**src/rtl/demux_pkg.sv**
```systemverilog
// Shared constants and helpers for the 1:N stream demultiplexer.
//   MODE_SELECT / MODE_ROUND_ROBIN : encodings of Mode_In
//   DROP_CNT_W                     : width of the discarded-beat counter
//   sat_inc()                      : saturating +1 for the drop counter
package demux_pkg;

    localparam logic MODE_SELECT      = 1'b0;
    localparam logic MODE_ROUND_ROBIN = 1'b1;

    localparam int unsigned DROP_CNT_W = 8;
    localparam logic [DROP_CNT_W-1:0] DROP_CNT_MAX = '1;

    // Increment that sticks at all-ones instead of wrapping
    function automatic logic [DROP_CNT_W-1:0] sat_inc(input logic [DROP_CNT_W-1:0] v);
        return (v == DROP_CNT_MAX) ? v : v + DROP_CNT_W'(1);
    endfunction

endpackage

```
**src/rtl/demux_hold_reg.sv**
```systemverilog
// Single-entry holding register {data, dest} with a full flag.
//   clk, rst  : clock, asynchronous active-high reset
//   load_i    : capture data_i/dest_i and mark full (wins over drain_i)
//   drain_i   : held beat consumed this cycle; clears full unless reloaded
//   full_o    : entry holds a beat
//   data_o    : held data
//   dest_o    : held destination lane
module demux_hold_reg
    import demux_pkg::*;
#(
    parameter int unsigned DATA_WIDTH = 8,
    parameter int unsigned SEL_WIDTH  = 2
) (
    input  logic                  clk,
    input  logic                  rst,
    input  logic                  load_i,
    input  logic [DATA_WIDTH-1:0] data_i,
    input  logic [SEL_WIDTH-1:0]  dest_i,
    input  logic                  drain_i,
    output logic                  full_o,
    output logic [DATA_WIDTH-1:0] data_o,
    output logic [SEL_WIDTH-1:0]  dest_o
);

    logic                  full_q, full_d;
    logic [DATA_WIDTH-1:0] data_q, data_d;
    logic [SEL_WIDTH-1:0]  dest_q, dest_d;

    // Next-state: a same-cycle load replaces the draining beat
    always_comb begin
        full_d = full_q;
        data_d = data_q;
        dest_d = dest_q;
        if (load_i) begin
            full_d = 1'b1;
            data_d = data_i;
            dest_d = dest_i;
        end else if (drain_i) begin
            full_d = 1'b0;
        end
    end

    always_ff @(posedge clk or posedge rst) begin
        if (rst) begin
            full_q <= 1'b0;
            data_q <= '0;
            dest_q <= '0;
        end else begin
            full_q <= full_d;
            data_q <= data_d;
            dest_q <= dest_d;
        end
    end

    assign full_o = full_q;
    assign data_o = data_q;
    assign dest_o = dest_q;

endmodule

```
**src/rtl/demux_1_n_stream.sv**
```systemverilog
// Registered 1:N valid/ready stream demultiplexer.
// Routes each accepted beat into a one-entry holding register tagged with its
// destination lane (explicit select or round-robin); beats addressed to a lane
// that does not exist are accepted and discarded, and counted.
//   Clock_In, Reset_In     : clock, asynchronous active-high reset
//   Enable_In              : 0 blocks new beats; a held beat may still drain
//   Mode_In, Select_In     : routing mode and explicit destination
//   Valid_In/Ready_Out     : input handshake (Ready_Out is combinational)
//   Data_In                : input beat
//   Valid_Out/Ready_In     : one-hot per-lane output handshake
//   Data_Out               : lane k at [k*DATA_WIDTH +: DATA_WIDTH], zero when idle
//   Drop_Pulse_Out         : one-cycle pulse per discarded beat
//   Drop_Count_Out         : saturating discarded-beat count
module demux_1_n_stream
    import demux_pkg::*;
#(
    parameter int unsigned DATA_WIDTH   = 8,
    parameter int unsigned NUM_CHANNELS = 4,
    parameter int unsigned SEL_WIDTH    = 2
) (
    input  logic                             Clock_In,
    input  logic                             Reset_In,
    input  logic                             Enable_In,
    input  logic                             Mode_In,
    input  logic [SEL_WIDTH-1:0]             Select_In,
    input  logic                             Valid_In,
    output logic                             Ready_Out,
    input  logic [DATA_WIDTH-1:0]            Data_In,
    output logic [NUM_CHANNELS-1:0]          Valid_Out,
    input  logic [NUM_CHANNELS-1:0]          Ready_In,
    output logic [NUM_CHANNELS*DATA_WIDTH-1:0] Data_Out,
    output logic                             Drop_Pulse_Out,
    output logic [DROP_CNT_W-1:0]            Drop_Count_Out
);

    // Elaboration-time parameter sanity
    if (NUM_CHANNELS < 2) begin : g_bad_channels
        $error("demux_1_n_stream: NUM_CHANNELS must be >= 2");
    end
    if (SEL_WIDTH != $clog2(NUM_CHANNELS)) begin : g_bad_sel_width
        $error("demux_1_n_stream: SEL_WIDTH must equal $clog2(NUM_CHANNELS)");
    end

    logic                  hold_full;
    logic [DATA_WIDTH-1:0] hold_data;
    logic [SEL_WIDTH-1:0]  hold_dest;

    logic                  lane_ready;
    logic                  accept;
    logic [SEL_WIDTH-1:0]  dest;
    logic                  in_range;
    logic                  load;
    logic                  drain;

    logic [SEL_WIDTH-1:0]  rr_ptr_q, rr_ptr_d;
    logic                  drop_pulse_q, drop_pulse_d;
    logic [DROP_CNT_W-1:0] drop_cnt_q, drop_cnt_d;

    // Handshake, routing and next-state for pointer and drop bookkeeping
    always_comb begin
        lane_ready   = 1'b0;
        dest         = Select_In;
        rr_ptr_d     = rr_ptr_q;
        drop_cnt_d   = drop_cnt_q;

        // Loop-based lookup keeps the index in range for non-power-of-2 lane counts
        for (int unsigned k = 0; k < NUM_CHANNELS; k++) begin
            if (hold_dest == SEL_WIDTH'(k)) begin
                lane_ready = Ready_In[k];
            end
        end

        Ready_Out = Enable_In & (~hold_full | lane_ready);
        accept    = Valid_In & Ready_Out;
        drain     = hold_full & lane_ready;

        if (Mode_In == MODE_ROUND_ROBIN) begin
            dest = rr_ptr_q;
        end
        in_range = (32'(dest) < NUM_CHANNELS);
        load     = accept & in_range;

        if (accept && (Mode_In == MODE_ROUND_ROBIN)) begin
            rr_ptr_d = (rr_ptr_q == SEL_WIDTH'(NUM_CHANNELS - 1)) ? '0
                                                                   : rr_ptr_q + SEL_WIDTH'(1);
        end

        drop_pulse_d = accept & ~in_range;
        if (drop_pulse_d) begin
            drop_cnt_d = sat_inc(drop_cnt_q);
        end
    end

    always_ff @(posedge Clock_In or posedge Reset_In) begin
        if (Reset_In) begin
            rr_ptr_q     <= '0;
            drop_pulse_q <= 1'b0;
            drop_cnt_q   <= '0;
        end else begin
            rr_ptr_q     <= rr_ptr_d;
            drop_pulse_q <= drop_pulse_d;
            drop_cnt_q   <= drop_cnt_d;
        end
    end

    demux_hold_reg #(
        .DATA_WIDTH (DATA_WIDTH),
        .SEL_WIDTH  (SEL_WIDTH)
    ) u_hold (
        .clk     (Clock_In),
        .rst     (Reset_In),
        .load_i  (load),
        .data_i  (Data_In),
        .dest_i  (dest),
        .drain_i (drain),
        .full_o  (hold_full),
        .data_o  (hold_data),
        .dest_o  (hold_dest)
    );

    // One-hot lane decode straight from the holding flops; idle lanes read zero
    always_comb begin
        Valid_Out = '0;
        Data_Out  = '0;
        for (int unsigned k = 0; k < NUM_CHANNELS; k++) begin
            if (hold_full && (hold_dest == SEL_WIDTH'(k))) begin
                Valid_Out[k]                          = 1'b1;
                Data_Out[k*DATA_WIDTH +: DATA_WIDTH]  = hold_data;
            end
        end
    end

    assign Drop_Pulse_Out = drop_pulse_q;
    assign Drop_Count_Out = drop_cnt_q;

endmodule

```
**config.mk**
```make
export PLATFORM = sky130hd
export DESIGN_NAME = demux_1_n_stream
export DESIGN_NICKNAME = d
export VERILOG_FILES = /design/src/rtl/demux_pkg.sv /design/src/rtl/demux_hold_reg.sv /design/src/rtl/demux_1_n_stream.sv
export SDC_FILE = /design/constraint.sdc
export NUM_CORES = 1
export LEC_CHECK = 0
export BUFFER_PORTS_ARGS = -buffer_cell sky130_fd_sc_hd__buf_4
export CORE_UTILIZATION = 42
export CTS_BUF_LIST = sky130_fd_sc_hd__clkbuf_8
export DETAILED_ROUTE_END_ITERATION = 8
export PLACE_DENSITY = 0.9
export SLEW_MARGIN = 20
export SYNTH_ARGS = -nofsm -noshare
export SYNTH_HDL_FRONTEND = slang
export SYNTH_SLANG_ARGS = --single-unit
```
**constraint.sdc**
```tcl
create_clock -name Clock_In -period 2.5 [get_ports Clock_In]
set_clock_uncertainty 0.2 [all_clocks]
set_input_delay 0.125 -clock Clock_In [delete_from_list [all_inputs] [get_ports Clock_In]]
set_output_delay 0.125 -clock Clock_In [all_outputs]
set_load 0.02 [all_outputs]
```
---- Word level (Yosys, flattened, before mapping) ----
Cells that the tools add are included.
storage, ports and cells
  logic and storage cells ................. 37
  flip-flop bits (word level) ............. 13
  bits of input ports ..................... 19
cells by class
  bitwise gates (word level) .............. 5
  multiplexer cells ....................... 16
  reductions and logical operators ........ 7
  equality and inequality tests ........... 4
  $add $sub $neg .......................... 1
operators by type and width
  kind                                                                    count
  8-bit two-way mux                                                       4
  1-bit two-way mux                                                       10
  2-bit equality test (second input constant)                             3
  1-bit logical AND                                                       5
  2-bit two-way mux                                                       2
  1-bit bitwise AND                                                       3
  2-bit by 1-bit adder with 2-bit output (second input constant)          1
  2-bit by 1-bit equality test with 1-bit output (second input constant)  1
  2-bit zero test                                                         1
  2-bit nonzero test                                                      1
  1-bit inverter                                                          1
  1-bit bitwise OR                                                        1

---- Depth between registers and ports, before layout ----
Gate-level depths: netlist of the first run.
  depth in word-level cells ............... 9
  depth in mapped cells ................... 4
  depth with buffers taken out ............ 3

---- Modules after synthesis ----
Synthesis of the first run repeated with hierarchy kept, for this count alone.
second synthesis, totals
  cell total of the unflattened synthesis .. 92
  area total of the unflattened synthesis .. 945.9 um2
by module, submodules not included
  module            sequential area each (um2)  instances  area an instance (um2)  cells an instance
  demux_1_n_stream  50.0                        1          496.7                   67
  demux_hold_reg    275.3                       1          449.2                   25

---- Worst setup path before layout of the first run ----
OpenSTA, ideal clock, no wires.
  kind .................................... register to register
  start ................................... register u_hold.dest_q[0], in the netlist u_hold.dest_o[0]
  end ..................................... register u_hold.data_q[0], in the netlist u_hold.data_o[0]
  period minus slack after synthesis ...... 1796 ps
  arrival ................................. 1471 ps
  stages on the path, launching flop included .. 4
  slack ................................... 704 ps
  path buffers ............................ 0
  path through ............................ dfrtp_1 -> mux2i_1 -> a221oi_4 -> mux2_2
between the ends
  word-level cells in the longest chain between the ends .. 8
  elaborated cells between the ends (all ways) .. 11
ends and longest elaborated chain
  element                          RTL line                text
  from (decl)                      demux_hold_reg.sv:27    logic [SEL_WIDTH-1:0] dest_q, dest_d;
  from (signal assigned)           demux_hold_reg.sv:51    dest_q <= dest_d;
  2-bit zero test                  demux_1_n_stream.sv:68  if (hold_dest == SEL_WIDTH'(k)) begin
  1-bit two-way mux (3 in series)  demux_1_n_stream.sv:68
  1-bit two-way mux *              demux_1_n_stream.sv:68
  1-bit bitwise OR *               demux_1_n_stream.sv:73  Ready_Out = Enable_In & (~hold_full | lane_ready);
  1-bit bitwise AND *              demux_1_n_stream.sv:73
  1-bit bitwise AND *              demux_1_n_stream.sv:74  accept = Valid_In & Ready_Out;
  to (signal assigned)             demux_hold_reg.sv:50    data_q <= data_d;
  to (decl)                        demux_hold_reg.sv:26    logic [DATA_WIDTH-1:0] data_q, data_d;
Every way passes the cells marked *; elsewhere a longest branch is shown, timed or not.
A chain may end at the register's enable or synchronous reset.

---- Worst setup path in the final report of the first run ----
  start ................................... register u_hold.dest_q[1], in the netlist u_hold.dest_o[1]
  end ..................................... output port Data_Out[0]
between the ends
  word-level cells in the longest chain between the ends .. 3
ends and longest elaborated chain
  element            RTL line                 text
  2-bit zero test    demux_1_n_stream.sv:126  if (hold_full && (hold_dest == SEL_WIDTH'(k))) begin
  1-bit logical AND  demux_1_n_stream.sv:126
  8-bit two-way mux  demux_1_n_stream.sv:126
  to (decl)          demux_1_n_stream.sv:31   output logic [NUM_CHANNELS*DATA_WIDTH-1:0] Data_Out,
No other way between the ends.

==> impl_results.md, run 1 <==
* Routed WL at around 2.7 mm
* Detail Placement HPWL at 1.77 mm
* Number of flops mapped to enable cells by yosys at 0
* Die area at 2380 sq um
* CTS tree: yes
* Via count at just under 900
* CTS resizes at 0
* Leakage at 0.780 nW
* Growth of design area from synthesis to finish at 59.4%
* Tightest Hold Check Type: in2reg
* Relative slew slack at 0.467
* IO buf count at 55
* Final slew viol count at 0
* CTS max path bufs at 2
* Reg2Reg Depth at 3
* Gr usage total at 0.244
* Critical path required time at 2.17 ns
* Top-count cell post-synth: and2_1
* Setup crit end kind: output pin
* Largest net degree at the start of global routing at 16
* Setup WS pre-CTS at ~0.42 ns
* #FFs+latches synth at 13
* Max cap viols at 0
* Ranking of synthesized cells by area: dfrtp_1 (35%), and2_1 (18%), mux2_2 (17%), buf_4 (7.4%), and3_1 (5.4%)
* P per Cell Area at about 920 nW/um^2
* CTS buffer count at 3
* Setup WS post-layout at about 0.25 ns
* Chip width at about 50 um
* Crit path time final at between 2 and 2.5 ns
* Initial Util at 0.459
* Maximum vdd drop at around 0.74 mV
* Asr flop ratio synth at 1.00
* Vias per cell at between 4 and 5
* Vias in the first global route at about 870
* Synth top area share at 0.354
* CTS Sinks at 13
* Die height at 48.8 um
* YS warnings at 0
* Root Buffer: clkbuf_8
* Outcome: finished clean
* GP Congestion at around 0.77
* Final worst-path cycle share at 0.898
* Initial antenna violation count at 0
* RSZ-0062 raised after global routing: no
* Sequential element share of the synthesized area at 0.354
* Hold Vio Cnt, Final at 0
* Global-route wire length before repair at 4.26 mm
* Crit path launch type: flip-flop
* CP Class: reg2out
* Pin slew with the least headroom to its limit at around 0.80 ns
* Top_reg_cell synth: dfrtp_1
* Mapped Area at about 900 sq um
* Final ANT Viol Nets at 0
* Worst Path Max Fanout at 13
* Synth cell types at 19
* Max Fclk at between 0.4 and 0.5 GHz
* Final total power at around 0.0014 W
* Final nets at 177
* Setup TNS at 0 ns
* Core Area at about 2000 sq um
* Mapped Cells at between 90 and 100
* Layout cells sized above 1 at 0.487
* Worst-path clk slew at roughly 0.05 ns
* Worst hold path cell count at 3
* First-pass DRT Iterations at 4
* DRC at 0
* Commonest cells in the netlist: and2_1 (27), mux2_2 (14), dfrtp_1 (13)
* H-tree Lvls at 1
* I/O pin count at 65
* Clock latency on the worst-skew pair at approximately 0.25 ns
* ANT cells at 0
* Dominant cell type by area after synthesis: dfrtp_1
* Routed wire per std cell at 14.7 um
* Syn Area/Cell at ~10 sq um
* Num rows at 16
* GRT Residual Overflow at 0
* Crit path arrival time at approximately 1.9 ns
* # setup viols final at 0
* DR iter-0 viols at 7
## timing repair
action                                  4_1_cts  5_1_grt
setup buffers                                 0        0
hold endpoints to repair                     22        0
endpoints found under the setup margin        0        0
hold buffers                                 11        0
## critical path, cell delays in order, from the launching register on
cell and delay [ns]:
dfrtp_1 0.40, nor2b_1 0.64, and2b_2 0.35, and2_1 0.16
buf_4 0.14
## registers in the layout, summed over array words and instances (netlist names)
| register | count |
|---|---|
| u_hold.full_o | 1 |
| u_hold.dest_o | 2 |
| u_hold.data_o | 8 |
| rr_ptr_q | 2 |
## cell usage in the layout (no fill, tap or decap), drive strengths merged
cell,synthesis,routed
dlygate4sd3,0,11
dfrtp,13,13
nor2,1,1
inv,1,2
a22oi,1,1
and2,27,27
conb,1,9
nor2b,1,1
a221oi,2,2
nand2,2,2
clkbuf,5,3
mux2,14,14
buf,9,55
and2b,2,2
ha,1,1
and3,9,9
nand3,1,1
mux2i,2,2
## routing by layer
| layer | global-route usage | vias to the layer above | wire length, um |
|---|---|---|---|
| li1 | - | 415 | - |
| met1 | 0.282 | 417 | 1090 |
| met2 | 0.426 | 43 | 1400 |
| met3 | 0.0283 | 10 | 127 |
| met4 | 0.152 | 0 | 87 |
| met5 | 0 | - | 0 |
## worst paths after layout
kind	start	end	slack, ns
worst max-delay path	u_hold.dest_o[1]	Data_Out[0]	0.25
worst min-delay path	Select_In[1]	u_hold.dest_o[1]	0.05
worst max register to register	u_hold.dest_o[0]	u_hold.data_o[3]	0.36
worst min register to register	rr_ptr_q[1]	rr_ptr_q[1]	0.34
max in group asynchronous	Reset_In	rr_ptr_q[1]	1.48
min in group asynchronous	Reset_In	u_hold.data_o[6]	0.27
## area by class of cell
cell class,count,area [sq um]
fill,135,538
tap,27,33.8
inverter,1,3.75
clock inverter,1,3.75
timing repair buffer,66,523
clock buffer,3,41.3
sequential,13,325
multi-input combinational,72,533
## metrics by stage
stage                     hold slack [ns]  instances  utilization  instance area, sq um
final                              0.0523        183        0.731                  1460
after global routing               0.0589        183        0.731                  1460
after CTS                          0.0564        183        0.731                  1460
after detailed placement          -0.0186        168        0.654                  1310
after global placement            -0.0358        168        0.654                  1310
after floorplan                    -0.198        100            -                   948
## report_power, final
part           internal (W)  total [W]  switching (W)
Sequential         0.000303   0.000423       0.000120
Combinational      0.000357   0.000737       0.000380
Clock              0.000109   0.000191      0.0000824
Total              0.000768    0.00135       0.000583
## logic make-up after synthesis
family          Yosys count  share of synthesized area
simple gates             43                      0.290
buf+inv                  15                     0.0981
fa+ha+maj                 1                     0.0136
mux                      16                      0.193
flops                    13                      0.354
other cells               1                    0.00408
compound gates            3                     0.0463
(Power assumes the default switching activity.)
==> run 2: changes to the inputs <==
SKIP_LAST_GASP = 1   (was default)
clock period = 2.2 ns   (was 2.5 ns; I/O delays follow)
==> run 2 against run 1 <==
Net effect: routed wire length increased by 3.7%; final area rose by 0.68%; sequential power increased by 11%.
==> impl_results.md, run 2 (synthesis gave the netlist of run 1 again) <==
* Largest register FFs at 8 (unchanged)
* Pin slew with the least headroom to its limit at 0.565 ns (-0.232 ns)
* RSZ-0062 raised after global routing: no
* Reg power frac at 0.299 (-0.014)
* Via count at 915 (+3.4%)
* Vias per cell at 4.97 (+2.8%)
* Relative slew slack at 0.623 (+0.156)
* Outcome: finished clean
* Switching Fraction at 0.435 (+0.00321)
* CTS max path bufs at 2 (unchanged)
* Initial Util at 0.459 (unchanged)
* Critical hold path startpoint: Select_In[1]
* I/O pin count at 65 (unchanged)
* Final ANT Viol Nets at 0 (unchanged)
* Routed WL at 2.80 mm (+3.7%)
* Buffer count from post-CTS setup fixing at 0 (unchanged)
* Critical path required time at 1.89 ns (-0.28 ns)
* Crit path time final at 1.98 ns
* Post-Route M1 WL at 1.06 mm (-2.9%)
* # setup viols final at 0 (unchanged)
* R2R Setup Slk at 0.27 ns (-0.09 ns)
* Final slew viol count at 0 (unchanged)
* IO buf count at 55 (unchanged)
* Global-route wire length before repair at 4.40 mm (+3.4%)
* Reg2Reg Depth at 3 (unchanged)
* Crit path launch type: flip-flop
* Max layer used: met4
* Setup crit end kind: output pin
* Tightest Hold Check Type: in2reg
* WHS Endpoint: u_hold.dest_o[1]
* Met2 WL at 1.49 mm (+6.9%)
* Setup WS pre-CTS at 0.271 ns (-0.150 ns)
* ANT cells at 0 (unchanged)
* Setup WS post-layout at 0.225 ns (-0.0296 ns)
* P per Cell Area at 1070 nW/um^2 (+15%)
* Worst Path Max Fanout at 13 (unchanged)
* Sw power at 0.000682 W (+17%)
* Chip width at 48.8 um (unchanged)
* Final worst-path cycle share at 0.898
* DRC at 0 (unchanged)
* Worst hold path cell count at 3 (unchanged)
* Clock share of power at 0.136 (-0.005)
* Vias in the first global route at 919 (+5.1%)
* Most frequent cells in the layout: buf_4 (56), and2_1 (27), mux2_2 (14), dfrtp_1 (13), dlygate4sd3_1 (11)
* Core Area at 2000 sq um (unchanged)
* Gr usage total at 0.250 (+0.00633)
* Combinational power share at 0.565 (+0.019)
* Max Fclk at slightly above 0.5 GHz
* H-tree Lvls at 1 (unchanged)
* Initial antenna violation count at 0 (unchanged)
* Growth of design area from synthesis to finish at 60.5%
* Max cap viols at 0 (unchanged)
* Final nets at 178 (+0.56%)
* Wire length on met3 at 162 um (+28%)
* GRT Residual Overflow at 0 (unchanged)
* Worst Hold Margin at 0.0599 ns (+0.00764 ns)
* CP Class: reg2out
* RR Startpoint: u_hold.dest_o[1]
* CTS buffer count at 3 (unchanged)
* Num rows at 16 (unchanged)
* Die area at 2380 sq um (unchanged)
* Layout cells sized above 1 at 0.497 (+0.00964)
* First-pass DRT Iterations at 5 (+1)
* Root Buffer: clkbuf_8
* Crit path arrival time at 1.67 ns (-0.25 ns)
* Hold Vio Cnt, Final at 0 (unchanged)
* CTS Sinks at 13 (unchanged)
* CTS tree: yes
* GP Congestion at 0.841 (+8.6%)
* Leakage at 0.786 nW (+0.73%)
* Largest net degree at the start of global routing at 14 (-2)
* Final core utilization at 0.736 (+0.00500)
* Clock latency on the worst-skew pair at 0.24 ns (about the same)
* Reg2Reg Capture Point: u_hold.data_o[7]
* DR iter-0 viols at 12 (+5)
* Int Pwr at 0.000888 W (+16%)
* Setup TNS at 0 ns (unchanged)
* Worst-path clk slew at 0.06 ns (about the same)
* Fillers at 128 (-5.2%)
* Routed wire per std cell at 15.2 um (+3.2%)
* Most common cell after layout, fill and taps aside: buf_4
* Maximum vdd drop at 0.818 mV (+11%)
* Die height at 48.8 um (unchanged)
## run 2: critical path, stage by stage, from the launching register on
cell and delay [ns]:
dfrtp_1 0.41, nor2b_2 0.43, and2b_2 0.31, and2_1 0.15, buf_4 0.13
## run 2: worst max-delay path by stage
stage	startpoint	endpoint	cells past startpoint
6_report	u_hold.dest_o[1]	Data_Out[1]	4
5_1_grt	u_hold.dest_o[1]	Data_Out[7]	4
4_1_cts	u_hold.dest_o[1]	Data_Out[1]	4
3_5_place_dp	u_hold.dest_o[1]	Data_Out[1]	4
3_3_place_gp	u_hold.dest_o[1]	Data_Out[7]	4
2_1_floorplan	u_hold.dest_o[0]	u_hold.data_o[0]	3
## run 2: per-stage QoR
| stage | cell area [sq um] | power (W) | cells |
|---|---|---|---|
| 2_1_floorplan | 948 | 0.000983 | 100 |
| 3_3_place_gp | 1320 | 0.00127 | 169 |
| 3_5_place_dp | 1320 | 0.00131 | 169 |
| 4_1_cts | 1470 | 0.00154 | 184 |
| 5_1_grt | 1470 | 0.00166 | 184 |
| 6_report | 1470 | 0.00157 | 184 |
## run 2: timing repair
item / in CTS / in global routing
resized for setup: 1 / 0
hold buffers: 11 / 0
hold endpoints to repair: 22 / 0
setup endpoints to repair: 8 / 0
## run 2: layout make-up
type | count | area [sq um] | share of cell area
multi-input cells | 72 | 536 | 0.363
repair buffers | 67 | 531 | 0.360
flip-flops and latches | 13 | 325 | 0.221
clock buffers | 3 | 41.3 | 0.0280
well taps | 27 | 33.8 | 0.0229
clock inverters | 1 | 3.75 | 0.00255
inverters | 1 | 3.75 | 0.00255
## run 2: metal layers
| metal | up-vias | GRT usage |
|---|---|---|
| met5 | - | 0 |
| met4 | 0 | 0.0882 |
| met1 | 424 | 0.293 |
| li1 | 418 | - |
| met3 | 10 | 0.0409 |
| met2 | 63 | 0.456 |
## run 2: power groups by stage
stage | Combinational [W] | Sequential, W | Clock (W)
floorplan | 0.000564 | 0.000419 | 0
global placement | 0.000826 | 0.000446 | 0
detailed placement | 0.000852 | 0.000463 | 0
CTS | 0.000874 | 0.000462 | 0.000205
global route | 0.000943 | 0.000486 | 0.000232
finish | 0.000887 | 0.000469 | 0.000213
==> run 3: changes to the inputs <==
REMOVE_ABC_BUFFERS = 1   (was default)
==> run 3 against run 2 <==
Net effect: via count shrank 1.9%; count of clock-buffer cells in the layout is the same; sequential share of layout area shrank 0.093 points; sequential power shrank 4%; combinational power grew 0.6%; largest power group unchanged.
==> impl_results.md, run 3 (synthesis gave the netlist of run 1 again) <==
* Placed insts at 170 (+0.59%)
* CTS tree: yes
* Worst-path clk slew at 0.05 ns (about the same)
* Worst hold path cell count at 3 (unchanged)
* I/O pin count at 65 (unchanged)
* Leakage at 0.789 nW (+0.38%)
* WHS Endpoint: u_hold.dest_o[1]
* Max Fclk at 0.487 GHz (-3.9%)
* CTS Sinks at 13 (unchanged)
* Num rows at 16 (unchanged)
* Vias per cell at 4.85 (-2.4%)
* CTS buffer count at 3 (unchanged)
* Hold Vio Cnt, Final at 0 (unchanged)
* Slowest cell on crit path: dfrtp_1
* Die area at 2380 sq um (unchanged)
* Worst Path Max Fanout at 10 (-3)
* Maximum vdd drop at 0.645 mV (-21%)
* Routed WL at 2.56 mm (-8.6%)
* Reg2Reg Capture Point: u_hold.data_o[5]
* Initial Util at 0.459 (unchanged)
* Crit path time final at 2.06 ns (+0.0802 ns)
* CP Class: reg2out
* Routed wire per std cell at 13.8 um (-9.1%)
* Detail Placement HPWL at roughly 1.8 mm
* Tightest Hold Check Type: in2reg
* RSZ-0062 raised after global routing: no
* # setup viols final at 0 (unchanged)
* Crit path launch type: flip-flop
* Final nets at 179 (+0.56%)
* Setup crit end kind: output pin
* R2R Setup Slk at 0.23 ns (-0.04 ns)
* Final slew viol count at 0 (unchanged)
* Critical hold path startpoint: Select_In[1]
* Initial antenna violation count at 0 (unchanged)
* IO buf count at 55 (unchanged)
* Vias in the first global route at 909 (-1.1%)
* H-tree Lvls at 1 (unchanged)
* DP Area at 1320 sq um (+0.57%)
* Final ANT Viol Nets at 0 (unchanged)
* DRC at 0 (unchanged)
* Final worst-path cycle share at 0.934 (+0.0364)
* Relative slew slack at 0.621 (-0.00236)
* Core Area at 2000 sq um (unchanged)
* Gr usage total at 0.232 (-0.0185)
* Cells along the critical path: nor2b_1 > buf_4 > and2b_2 > and2_1 > buf_4
* Largest net degree at the start of global routing at 14 (unchanged)
* RR Startpoint: u_hold.dest_o[0]
* Pin slew with the least headroom to its limit at 0.569 ns (+0.00354 ns)
* Crit path largest cell delay at 0.41 ns (-0.02 ns)
* Fin cells at 185 (+0.54%)
* Most common cell after layout, fill and taps aside: buf_4
* Crit path arrival time at 1.75 ns (+0.08 ns)
* Layout cells sized above 1 at 0.500 (+0.00318)
* Root Buffer: clkbuf_8
* Reg2Reg Depth at 3 (unchanged)
* Clock latency on the worst-skew pair at 0.24 ns (about the same)
* Via count at 898 (-1.9%)
* First-pass DRT Iterations at 4 (-1)
* Die height at 48.8 um (unchanged)
* Growth of design area from synthesis to finish at 61.2%
* Most frequent cells in the layout: buf_4 (57), and2_1 (27), mux2_2 (14), dfrtp_1 (13), dlygate4sd3_1 (11)
* CTS resizes at 0 (-1)
* GRT Residual Overflow at 0 (unchanged)
* Global-route wire length before repair at 4.09 mm (-7.1%)
* Final core utilization at 0.739 (+0.00313)
* CTS max path bufs at 2 (unchanged)
* ANT cells at 0 (unchanged)
* Final total power at 0.00156 W (-0.94%)
* Finished Cell Area at 1480 sq um (+0.42%)
* Largest register FFs at 8 (unchanged)
* Chip width at 48.8 um (unchanged)
* Max cap viols at 0 (unchanged)
* Critical path required time at 1.89 ns (about the same)
* Outcome: finished clean
* GP Congestion at 0.751 (-11%)
* CP most frequent cell: buf_4
* Setup TNS at 0 ns (unchanged)
* DR iter-0 viols at 14 (+2)
* P per Cell Area at 1050 nW/um^2 (-1.4%)
-- run 3: where the power goes --
group | total (W) | switching, W | internal, W
Sequential | 0.000451 | 0.000106 | 0.000345
Clock | 0.000212 | 0.0000864 | 0.000125
Combinational | 0.000892 | 0.000466 | 0.000427
Total | 0.00156 | 0.000658 | 0.000897
-- run 3: layout make-up --
type	instances	area (sq um)
Inverter	1	3.75
Fill cell	137	522
Multi-Input combinational cell	72	533
Sequential cell	13	325
Clock inverter	1	5.00
Clock buffer	3	41.3
Tap cell	27	33.8
Timing Repair Buffer	68	538
-- run 3: critical path: cells and delay by family (launching register included) --
kind          cells  cell delay (ns)
flops             1             0.41
buf+inv           2             0.37
simple gates      3             0.71
-- run 3: how the worst max path moves through the flow --
stage	start	endpoint	slack [ns]	cells after the start
2_1_floorplan	u_hold.dest_o[0]	u_hold.data_o[0]	0.33	3
3_3_place_gp	u_hold.dest_o[0]	u_hold.dest_o[0]	0.34	3
3_5_place_dp	u_hold.dest_o[0]	u_hold.data_o[5]	0.25	3
4_1_cts	u_hold.dest_o[1]	Data_Out[4]	0.16	5
5_1_grt	u_hold.dest_o[1]	Data_Out[6]	0.07	5
6_report	u_hold.dest_o[1]	Data_Out[4]	0.14	5
-- run 3: timing repair --
| action | in CTS | in global routing |
|---|---|---|
| setup buffers | 0 | 0 |
| hold buffers | 11 | 0 |
| hold endpoints to repair | 22 | 0 |
-- run 3: metrics by stage --
| step | setup slack (ns) | hold slack, ns |
|---|---|---|
| floorplan | 0.329 | -0.213 |
| global placement | 0.343 | -0.0486 |
| detailed placement | 0.245 | -0.0375 |
| CTS | 0.156 | 0.0428 |
| global route | 0.0683 | 0.0402 |
| finish | 0.145 | 0.0393 |
-- run 3: metal layers --
layer,routed length (um),share of wire,up-vias,GRT usage
met4,29,0.011,0,0.0882
li1,-,-,422,-
met1,1030,0.40,425,0.263
met2,1340,0.52,47,0.431
met5,0,0,-,0
met3,162,0.063,4,0.0346
